### config.mk
export PLATFORM = sky130hd
export DESIGN_NAME = multicycle_alu
export DESIGN_NICKNAME = d
export VERILOG_FILES = /design/src/rtl/multicycle_alu.sv
export SDC_FILE = /design/constraint.sdc
export NUM_CORES = 2
export LEC_CHECK = 0
export CORE_MARGIN = 4
export CORE_UTILIZATION = 30
export CTS_CLUSTER_DIAMETER = 50
export DETAILED_ROUTE_END_ITERATION = 16
export HOLD_SLACK_MARGIN = 0.1
export PLACE_DENSITY = 0.5
export SLEW_MARGIN = 25
export SYNTH_ARGS = -nofsm -noshare
export SYNTH_HDL_FRONTEND = slang
export SYNTH_SLANG_ARGS = --single-unit
### constraint.sdc
create_clock -name clock -period 5.2 [get_ports clock]
set_input_delay 1.56 -clock clock [delete_from_list [all_inputs] [get_ports clock]]
set_output_delay 1.56 -clock clock [all_outputs]
set_load 0.005 [all_outputs]
### src/rtl/multicycle_alu.sv
// multicycle_alu: single-cycle logic/arith/shift ops plus a multi-cycle
// signed Booth multiplier and signed restoring divider sharing one FSM.
// Single-cycle results land in Rc on the start edge. Mul/div results land
// after WIDTH iterations.
module multicycle_alu #(
  parameter int WIDTH = 32,
  parameter int SHW   = $clog2(WIDTH)
) (
  input  logic               clock,
  input  logic               clear,
  input  logic               start,
  input  logic [4:0]         opcode,
  input  logic [WIDTH-1:0]   Ra,
  input  logic [WIDTH-1:0]   Rb,
  output logic [2*WIDTH-1:0] Rc,
  output logic               busy,
  output logic               done,
  output logic               div_by_zero
);

  localparam logic [4:0] OP_ADD  = 5'b00011;
  localparam logic [4:0] OP_SUB  = 5'b00100;
  localparam logic [4:0] OP_SHR  = 5'b00101;
  localparam logic [4:0] OP_SHL  = 5'b00110;
  localparam logic [4:0] OP_ROR  = 5'b00111;
  localparam logic [4:0] OP_ROL  = 5'b01000;
  localparam logic [4:0] OP_AND  = 5'b01001;
  localparam logic [4:0] OP_OR   = 5'b01010;
  localparam logic [4:0] OP_MUL  = 5'b01110;
  localparam logic [4:0] OP_DIV  = 5'b01111;
  localparam logic [4:0] OP_NEG  = 5'b10000;
  localparam logic [4:0] OP_NOT  = 5'b10001;
  localparam logic [4:0] OP_SHRA = 5'b10010;

  localparam int             CW   = $clog2(WIDTH);
  localparam logic [CW-1:0]  LAST = CW'(WIDTH - 1);

  typedef enum logic [1:0] {
    IDLE = 2'd0,
    CALC = 2'd1,
    DONE = 2'd2
  } state_t;

  // Control and output registers
  state_t             state_r;
  logic [CW-1:0]      cnt_r;
  logic               is_mul_r;
  logic [2*WIDTH-1:0] rc_r;
  logic               busy_r;
  logic               done_r;
  logic               dbz_r;

  // Booth multiplier state: accumulator carries one guard bit so that
  // subtracting the most negative multiplicand cannot overflow.
  logic [WIDTH:0]     bth_acc_r;
  logic [WIDTH:0]     bth_mcand_r;
  logic [WIDTH-1:0]   bth_mplier_r;
  logic               bth_prev_r;

  // Restoring divider state, operating on magnitudes
  logic [WIDTH-1:0]   div_rem_r;
  logic [WIDTH-1:0]   div_quo_r;
  logic [WIDTH-1:0]   div_dvs_r;
  logic               div_negq_r;
  logic               div_negr_r;

  // Combinational helpers
  logic [SHW-1:0]     amt_s;
  logic [SHW-1:0]     amt_inv_s;
  logic [WIDTH-1:0]   single_res_s;
  logic               is_mul_op_s;
  logic               is_div_op_s;
  logic               rb_zero_s;
  logic [WIDTH-1:0]   abs_ra_s;
  logic [WIDTH-1:0]   abs_rb_s;

  logic [WIDTH:0]     bth_sum_s;
  logic [WIDTH:0]     bth_acc_nxt_s;
  logic [WIDTH-1:0]   bth_mplier_nxt_s;
  logic               bth_prev_nxt_s;
  logic [2*WIDTH-1:0] bth_prod_s;

  logic [WIDTH:0]     div_shift_s;
  logic [WIDTH:0]     div_trial_s;
  logic [WIDTH-1:0]   div_rem_nxt_s;
  logic [WIDTH-1:0]   div_quo_nxt_s;
  logic [WIDTH-1:0]   div_rem_fix_s;
  logic [WIDTH-1:0]   div_quo_fix_s;

  assign Rc          = rc_r;
  assign busy        = busy_r;
  assign done        = done_r;
  assign div_by_zero = dbz_r;

  // Decode the request and form the single-cycle result from live inputs
  always_comb begin
    amt_s        = Rb[SHW-1:0];
    // Opposite-direction amount for rotates; zero amount maps to zero.
    amt_inv_s    = {SHW{1'b0}} - amt_s;
    is_mul_op_s  = (opcode == OP_MUL);
    is_div_op_s  = (opcode == OP_DIV);
    rb_zero_s    = (Rb == {WIDTH{1'b0}});
    abs_ra_s     = Ra[WIDTH-1] ? ({WIDTH{1'b0}} - Ra) : Ra;
    abs_rb_s     = Rb[WIDTH-1] ? ({WIDTH{1'b0}} - Rb) : Rb;
    single_res_s = {WIDTH{1'b0}};
    case (opcode)
      OP_ADD:  single_res_s = Ra + Rb;
      OP_SUB:  single_res_s = Ra - Rb;
      OP_SHR:  single_res_s = Ra >> amt_s;
      OP_SHL:  single_res_s = Ra << amt_s;
      OP_ROR:  single_res_s = (Ra >> amt_s) | (Ra << amt_inv_s);
      OP_ROL:  single_res_s = (Ra << amt_s) | (Ra >> amt_inv_s);
      OP_AND:  single_res_s = Ra & Rb;
      OP_OR:   single_res_s = Ra | Rb;
      OP_NEG:  single_res_s = {WIDTH{1'b0}} - Ra;
      OP_NOT:  single_res_s = ~Ra;
      OP_SHRA: single_res_s = $signed(Ra) >>> amt_s;
      // Only reached on the divide-by-zero path: quotient is all ones.
      OP_DIV:  single_res_s = {WIDTH{1'b1}};
      default: single_res_s = {WIDTH{1'b0}};
    endcase
  end

  // One radix-2 Booth step: add/subtract multiplicand, then arithmetic shift
  always_comb begin
    case ({bth_mplier_r[0], bth_prev_r})
      2'b01:   bth_sum_s = bth_acc_r + bth_mcand_r;
      2'b10:   bth_sum_s = bth_acc_r - bth_mcand_r;
      default: bth_sum_s = bth_acc_r;
    endcase
    bth_acc_nxt_s    = {bth_sum_s[WIDTH], bth_sum_s[WIDTH:1]};
    bth_mplier_nxt_s = {bth_sum_s[0], bth_mplier_r[WIDTH-1:1]};
    bth_prev_nxt_s   = bth_mplier_r[0];
    bth_prod_s       = {bth_acc_nxt_s[WIDTH-1:0], bth_mplier_nxt_s};
  end

  // One restoring-division step on magnitudes, plus final sign fix-up
  always_comb begin
    div_shift_s = {div_rem_r, div_quo_r[WIDTH-1]};
    div_trial_s = div_shift_s - {1'b0, div_dvs_r};
    if (div_trial_s[WIDTH]) begin
      div_rem_nxt_s = div_shift_s[WIDTH-1:0];
    end else begin
      div_rem_nxt_s = div_trial_s[WIDTH-1:0];
    end
    div_quo_nxt_s = {div_quo_r[WIDTH-2:0], ~div_trial_s[WIDTH]};
    if (div_negq_r) begin
      div_quo_fix_s = {WIDTH{1'b0}} - div_quo_nxt_s;
    end else begin
      div_quo_fix_s = div_quo_nxt_s;
    end
    if (div_negr_r) begin
      div_rem_fix_s = {WIDTH{1'b0}} - div_rem_nxt_s;
    end else begin
      div_rem_fix_s = div_rem_nxt_s;
    end
  end

  // Control FSM with registered outputs and datapath iteration registers
  always_ff @(posedge clock or negedge clear) begin
    if (!clear) begin
      state_r      <= IDLE;
      cnt_r        <= {CW{1'b0}};
      is_mul_r     <= 1'b0;
      rc_r         <= {(2*WIDTH){1'b0}};
      busy_r       <= 1'b0;
      done_r       <= 1'b0;
      dbz_r        <= 1'b0;
      bth_acc_r    <= {(WIDTH+1){1'b0}};
      bth_mcand_r  <= {(WIDTH+1){1'b0}};
      bth_mplier_r <= {WIDTH{1'b0}};
      bth_prev_r   <= 1'b0;
      div_rem_r    <= {WIDTH{1'b0}};
      div_quo_r    <= {WIDTH{1'b0}};
      div_dvs_r    <= {WIDTH{1'b0}};
      div_negq_r   <= 1'b0;
      div_negr_r   <= 1'b0;
    end else begin
      case (state_r)
        IDLE: begin
          done_r <= 1'b0;
          dbz_r  <= 1'b0;
          if (start) begin
            busy_r <= 1'b1;
            cnt_r  <= {CW{1'b0}};
            if (is_mul_op_s) begin
              state_r      <= CALC;
              is_mul_r     <= 1'b1;
              bth_acc_r    <= {(WIDTH+1){1'b0}};
              bth_mcand_r  <= {Rb[WIDTH-1], Rb};
              bth_mplier_r <= Ra;
              bth_prev_r   <= 1'b0;
            end else if (is_div_op_s && !rb_zero_s) begin
              state_r    <= CALC;
              is_mul_r   <= 1'b0;
              div_rem_r  <= {WIDTH{1'b0}};
              div_quo_r  <= abs_ra_s;
              div_dvs_r  <= abs_rb_s;
              div_negq_r <= Ra[WIDTH-1] ^ Rb[WIDTH-1];
              div_negr_r <= Ra[WIDTH-1];
            end else begin
              // Single-cycle path, including divide by zero
              state_r <= DONE;
              done_r  <= 1'b1;
              dbz_r   <= is_div_op_s;
              rc_r    <= {(is_div_op_s ? Ra : {WIDTH{1'b0}}), single_res_s};
            end
          end else begin
            busy_r <= 1'b0;
          end
        end
        CALC: begin
          cnt_r <= cnt_r + {{(CW-1){1'b0}}, 1'b1};
          if (is_mul_r) begin
            bth_acc_r    <= bth_acc_nxt_s;
            bth_mplier_r <= bth_mplier_nxt_s;
            bth_prev_r   <= bth_prev_nxt_s;
          end else begin
            div_rem_r <= div_rem_nxt_s;
            div_quo_r <= div_quo_nxt_s;
          end
          if (cnt_r == LAST) begin
            state_r <= DONE;
            done_r  <= 1'b1;
            if (is_mul_r) begin
              rc_r <= bth_prod_s;
            end else begin
              rc_r <= {div_rem_fix_s, div_quo_fix_s};
            end
          end else begin
            state_r <= CALC;
          end
        end
        DONE: begin
          state_r <= IDLE;
          busy_r  <= 1'b0;
          done_r  <= 1'b0;
          dbz_r   <= 1'b0;
        end
        default: begin
          state_r <= IDLE;
          busy_r  <= 1'b0;
          done_r  <= 1'b0;
          dbz_r   <= 1'b0;
        end
      endcase
    end
  end

endmodule

# [Word level (Yosys, flattened, before mapping)]
# Cells that the tools add are included.
[word_totals] output_inout_bits=67 ff_bits=271
[op_classes] n_reduce_logical=13 n_eq_ne=25 shift=5 n_addsub=11 n_bitwise=8 n_mux=56
[ops] cell="$mux 32" count=17
[ops] cell="$pmux 32 s12" count=1
[ops] cell="$mux 64" count=5
[ops] cell="$pmux 32 s2" count=3
[ops] cell="$pmux 33 s2" count=2
[ops] cell="$pmux 64 s2" count=1
[ops] cell="$sub 1x32->32 const A" count=4
[ops] cell="$mux 33" count=3
[ops] cell="$or 32x32->32" count=3
[ops] cell="$shl 32x5->32" count=2
[ops] cell="$shr 32x5->32" count=2
[ops] cell="$add 33x33->33" count=1
[ops] cell="$sub 33x32->33" count=1
[ops] cell="$sub 33x33->33" count=1
[ops] cell="$add 32x32->32" count=1
[ops] cell="$and 32x32->32" count=1
[ops] cell="$logic_not 32->1" count=1
[ops] cell="$not 32->32" count=1
[ops] cell="$sshr 32x5->32" count=1
[ops] cell="$sub 32x32->32" count=1
[ops] cell="$eq 5x4->1 const B" count=5
[ops] cell="$eq 5x3->1 const B" count=4
[ops] cell="$eq 5x5->1 const B" count=4
[ops] cell="$ne 2x2->1 const B" count=8
[ops] cell="other kinds (21)" count=45

# [Depth between registers and ports, before layout]
[depth] depth_word=8 mapped_depth=25 depth_no_buf=23

# [Worst setup path after synthesis]
# No wires, ideal clock.
[synth_path] path_type="input -> register" start="in Rb[0]" end="reg rc_r[29], in the netlist Rc[29]" path_stages=23 path_buffers=4 t_required_ns=5.118 setup_time_ns=0.082 arrival_ns=6.559 slack_ns=-1.441 cell_sequence="clkbuf_1 -> inv_1 -> clkbuf_1 -> buf_1 -> ha_1 -> clkbuf_1 -> nand4b_1 -> nor3_1 -> nand2_1 -> o31ai_1 -> xor2_1 -> ha_1 -> a21oi_1 -> inv_1 -> a221o_1 -> a21oi_1 -> a21oi_1 -> o41ai_1 -> o211ai_1 -> o31ai_1 -> xnor2_1 -> nand2_1 -> a31oi_1"
[synth_via] elab_chain_cells=8
[synth_rtl] item="from (decl)" line="14" rtl="input logic [WIDTH-1:0] Rb,"
[synth_rtl] item="$sub 1x5->5" line="99" rtl="amt_inv_s = {SHW{1'b0}} - amt_s;"
[synth_rtl] item="$shr 32x5->32 / $shl 32x5->32 (equally long branches)" line="112, 111"
[synth_rtl] item="$or 32x32->32, on equally long branches" line="112, 111"
[synth_rtl] item="$pmux 32 s12" line="106" rtl="case (opcode)"
[synth_rtl] item="$mux 64" line="193" rtl="end else if (is_div_op_s && !rb_zero_s) begin"
[synth_rtl] item="$mux 64" line="186" rtl="if (is_mul_op_s) begin"
[synth_rtl] item="$mux 64" line="183" rtl="if (start) begin"
[synth_rtl] item="$pmux 64 s2" line="179" rtl="case (state_r)"
[synth_rtl] item="to (signal assigned)" line="206" rtl="rc_r <= {(is_div_op_s ? Ra : {WIDTH{1'b0}}), single_res_s};"
[synth_rtl] item="to (signal assigned)" line="226" rtl="rc_r <= bth_prod_s;"
[synth_rtl] item="to (signal assigned)" line="228" rtl="rc_r <= {div_rem_fix_s, div_quo_fix_s};"
[synth_rtl] item="to (decl)" line="48" rtl="logic [2*WIDTH-1:0] rc_r;"
# Several ways; a longest one is shown, not always the timed one. The select of a mux whose other input is x is not followed.
# A chain may end at the register's enable or synchronous reset.

# [Final worst setup path]
[layout_path] start="in Rb[12]" end="reg rc_r[30], in the netlist Rc[30]"
[layout_via] elab_chain_cells=6
[layout_rtl] item="$sub 32x32->32 / $add 32x32->32 (equally long branches)" line="108, 107"
[layout_rtl] item="$pmux 32 s12" line="106"
[layout_rtl] item="$mux 64" line="193"
[layout_rtl] item="$mux 64" line="186"
[layout_rtl] item="$mux 64" line="183"
[layout_rtl] item="$pmux 64 s2" line="179"
# Several ways; a longest one is shown, not always the timed one. The select of a mux whose other input is x is not followed.

==> results.md <==
- # setup viols final: 4
- First-pass GRT wire length: between 200000 and 250000 µm
- Part of the power in the clock network: 0.117
- Combinational power share: 0.722
- Tot GR Track Use: 0.325
- DP Area: 37900 µm²
- CP Capture Type: flip-flop
- Multi-input gate area: approximately 22000 µm²
- CTS tree: built
- Post-synth EDFFs: 0
- Final WL: 174000 µm
- Min-Delay Path Class: flip-flop to flip-flop
- Post-route ant nets: 0
- Clock Skew: 0.0308 ns
- Initial DRC count: between 4000 and 5000
- Portion of the post-synthesis area used by sequential elements: 0.228
- Slew headroom: 0.333
- Total core area: 98300 µm²
- Internal: approximately 0.012 W
- Ranking of synthesized cells by area: dfrtp_1 (23%), nand2_1 (9.3%), o21ai_0 (6.0%)
- Seq pwr share: 0.161
- Synth Warn #: 0
- Max frequency: 189 MHz
- GR Overflow Total: 0
- Share of the synthesized area in the top cell type: 0.228
- Max Transition Viols Final: 0
- Status: finished, violations left
- Filler Cell Count: 10300
- Switch share: 0.515
- Final setup TNS: -0.199 ns
- Pleak: 17.6 nW
- Post-Layout Inst Area: approximately 40000 µm²
- Register area: 6760 µm²
- Fin nets: 4943
- CTS Sinks: 270
- WL per Instance: 28.7 µm
- CTS hold repair buffers: 0
- Full die area: 104000 µm²
- Gr busiest metal: met2
- Final Core Density: 0.407
- GP Congestion: 1.07
- Drc violations: 0
- Area growth syn-to-layout: 34.8%
- Root buf cell: clkbuf_16
- Max-Cap Viols: 0
- Layout cells sized above 1: 0.239
- P_sw: about 0.013 W
- PortBufs: 138
- Die height: 323 µm
- Period utilization: 1.02
- Post-route worst setup slack: -0.0954 ns
- CP Class: input port to flip-flop
- Grt met3 use: 0.0627
- FP Rows: 115
- Vias per Instance: 5.87
- Vias post-DR: 35700
- Crit path largest cell delay: 0.51 ns
- Dpl ws: -1.19 ns
- Largest net degree at the start of global routing: 89
- Asr flop ratio synth: 1.00
- Worst Tran Pin Value: 0.998 ns
- Pwr/cell area: 615 nW/µm²
- Starting Density: 0.302
- Latest clock arrival within the worst-skew pair: 0.59 ns
- Top FF cell, synth: dfrtp_1
- Fin. Hold Viols: 0
- CP Launch Point: Rb[12]
- Clk buf depth: 3
- Chip Width: between 300 and 400 µm
- Failing checks: negative setup slack
- Crit-path cells: buf_8, nor4_4, nand2b_4, or4_4, or3_4, or4_4, or3_4, nor3_4, nor2_2, xnor2_2, ha_1, nand3b_1, o2111ai_2, a311oi_1, o21ai_1, a21oi_2, o21ai_2, a221oi_2, a31oi_1
- TritonCTS Buffers: 39
- GRT met1 Usage: 0.464
- Maximum vdd drop: 0.000474 V
- Worst-path cell with the longest stage delay: or4_4
- Cells after Synth: ~4100
- Critical path required time: around 5.7 ns
- Maximum fanout along the worst path: 2
- #FFs+latches synth: 270
- Mapped cell area: ~30000 µm²
- Count of cell types in the netlist: 92
- Net Count, Synth: 4286
- Antenna violations before repair: 9
- Critical Path Start Type: input port
- TritonRoute pass-1 iters: 8
- Vias in the first global route: 33500
- Data arrival, critical path: 5.76 ns
- Post-DP HPWL: between 100000 and 150000 µm
- Largest area contributor in the netlist: dfrtp_1
- I/O pin count: about 140
- Clock-pin slew on the worst setup and hold paths: 0.06 ns
- Hold Startpoint: done
- GR met2 Demand/Resource: 0.483
- CTS H-Tree Depth: 2
- Critical R2R Launch: bth_mcand_r[9]
- Minimum clock period: 5.30 ns
- RSZ-0062 raised after global routing: yes
- Avg Inst Size Synth: 7.24 µm²
-- worst paths after layout --
path | to | slack (ns) | cells past startpoint
max reg2reg | Rc[63] | -0.07 | 21
max | Rc[30] | -0.1 | 19
min | done | 0.47 | 2
min in group asynchronous | bth_acc_r[14] | 1.02 | 1
max in group asynchronous | div_quo_r[18] | 3.18 | 2
min reg2reg | done | 0.47 | 2
-- critical path: cells and delay by family --
family                   cells  cell delay [ns]
AND/OR/NAND/NOR              9             2.63
XOR/XNOR                     1             0.14
adder cells (fa/ha/maj)      1             0.31
buffers and inverters        1             0.10
AO/OA/AOI/OAI                7             1.02
-- area by class of cell --
cell class,count,area share
clock buffer,51,0.0270
sequential,270,0.169
antenna,3,0.000188
timing repair buffer,939,0.192
multi-input combinational,3415,0.556
inverter,93,0.00879
tap,1287,0.0403
clock inverter,19,0.00732
-- placed cells by master (no fill, tap or decap), types with 60 or more instances in the layout --
| cell type | n |
|---|---|
| o21ai_1 | 71 |
| nand2_1 | 727 |
| inv_1 | 84 |
| buf_4 | 773 |
| nor3_1 | 60 |
| xnor2_1 | 161 |
| o21ai_0 | 342 |
| clkdlybuf4s50_1 | 111 |
| mux2i_1 | 135 |
| a31oi_1 | 78 |
| dfrtp_1 | 270 |
| a21oi_1 | 271 |
| ha_1 | 105 |
| nor2_1 | 388 |
| xor2_1 | 101 |
-- state kept, by name, indices dropped and copies added, names as in the netlist --
name	cells
bth_mplier_r	32
bth_prev_r	1
div_dvs_r	32
busy	1
div_negr_r	1
done	1
cnt_r	5
div_rem_r	32
bth_acc_r	32
div_quo_r	32
div_by_zero	1
bth_mcand_r	32
state_r	2
div_negq_r	1
Rc	64
is_mul_r	1
-- logic make-up (layout without fill, tap and decap cells) --
| family | Yosys count | count (layout) | synth area share |
|---|---|---|---|
| AO/OA/AOI/OAI | 1294 | 1294 | 0.275 |
| adder cells (fa/ha/maj) | 113 | 113 | 0.0484 |
| other | 0 | 3 | 0 |
| buffers and inverters | 416 | 1102 | 0.0539 |
| AND/OR/NAND/NOR | 1512 | 1512 | 0.223 |
| flip-flops | 270 | 270 | 0.228 |
| multiplexers | 222 | 222 | 0.0907 |
| XOR/XNOR | 274 | 274 | 0.0809 |
-- power groups by stage --
stage / clock (W) / sequential [W] / combinational, W
finish: 0.00288 / 0.00395 / 0.0178
global route: 0.00301 / 0.00406 / 0.0191
CTS: 0.00292 / 0.00393 / 0.0172
detailed placement: 0 / 0.00395 / 0.0170
global placement: 0 / 0.00394 / 0.0169
floorplan: 0 / 0.00367 / 0.0102
-- routing by layer --
layer,part of all wire,wire (µm)
met1,0.44,77000
met2,0.42,72500
met4,0.045,7870
met3,0.096,16700
met5,0,0
-- what timing repair did --
item / 4_1_cts / 5_1_grt
gates cloned: 0 / 0
setup buffers: 11 / 9
setup endpoints to repair: 38 / 40
pin swaps: 54 / 79
gates resized for setup: 107 / 77
-- stage by stage --
stage	power [W]	hold slack (ns)	std cells
after detailed placement	0.0209	0.463	5988
final	0.0246	0.471	6077
after floorplan	0.0139	0.450	4101
after global placement	0.0208	0.460	5988
after CTS	0.0241	0.477	6068
after global routing	0.0261	0.500	6075
-- cells in the mapped netlist, drive strengths merged, types with 15 or more instances --
| master | n |
|---|---|
| a211oi | 43 |
| a21o | 55 |
| a21oi | 285 |
| a221oi | 46 |
| a22o | 16 |
| a22oi | 17 |
| a31oi | 82 |
| a41oi | 15 |
| and2 | 25 |
| buf | 64 |
| clkbuf | 259 |
| dfrtp | 270 |
| ha | 110 |
| inv | 92 |
| mux2 | 55 |
| mux2i | 135 |
| mux4 | 32 |
| nand2 | 733 |
| nand2b | 37 |
| nand3 | 57 |
| nand4 | 25 |
| nor2 | 397 |
| nor2b | 26 |
| nor3 | 72 |
| nor4 | 21 |
| o2111ai | 16 |
| o211ai | 44 |
| o21a | 20 |
| o21ai | 420 |
| o21bai | 15 |
| o221ai | 29 |
| o22ai | 32 |
| o31ai | 36 |
| or3 | 41 |
| or4 | 16 |
| xnor2 | 171 |
| xor2 | 103 |
Note: power is estimated with default switching activity, not from simulation.
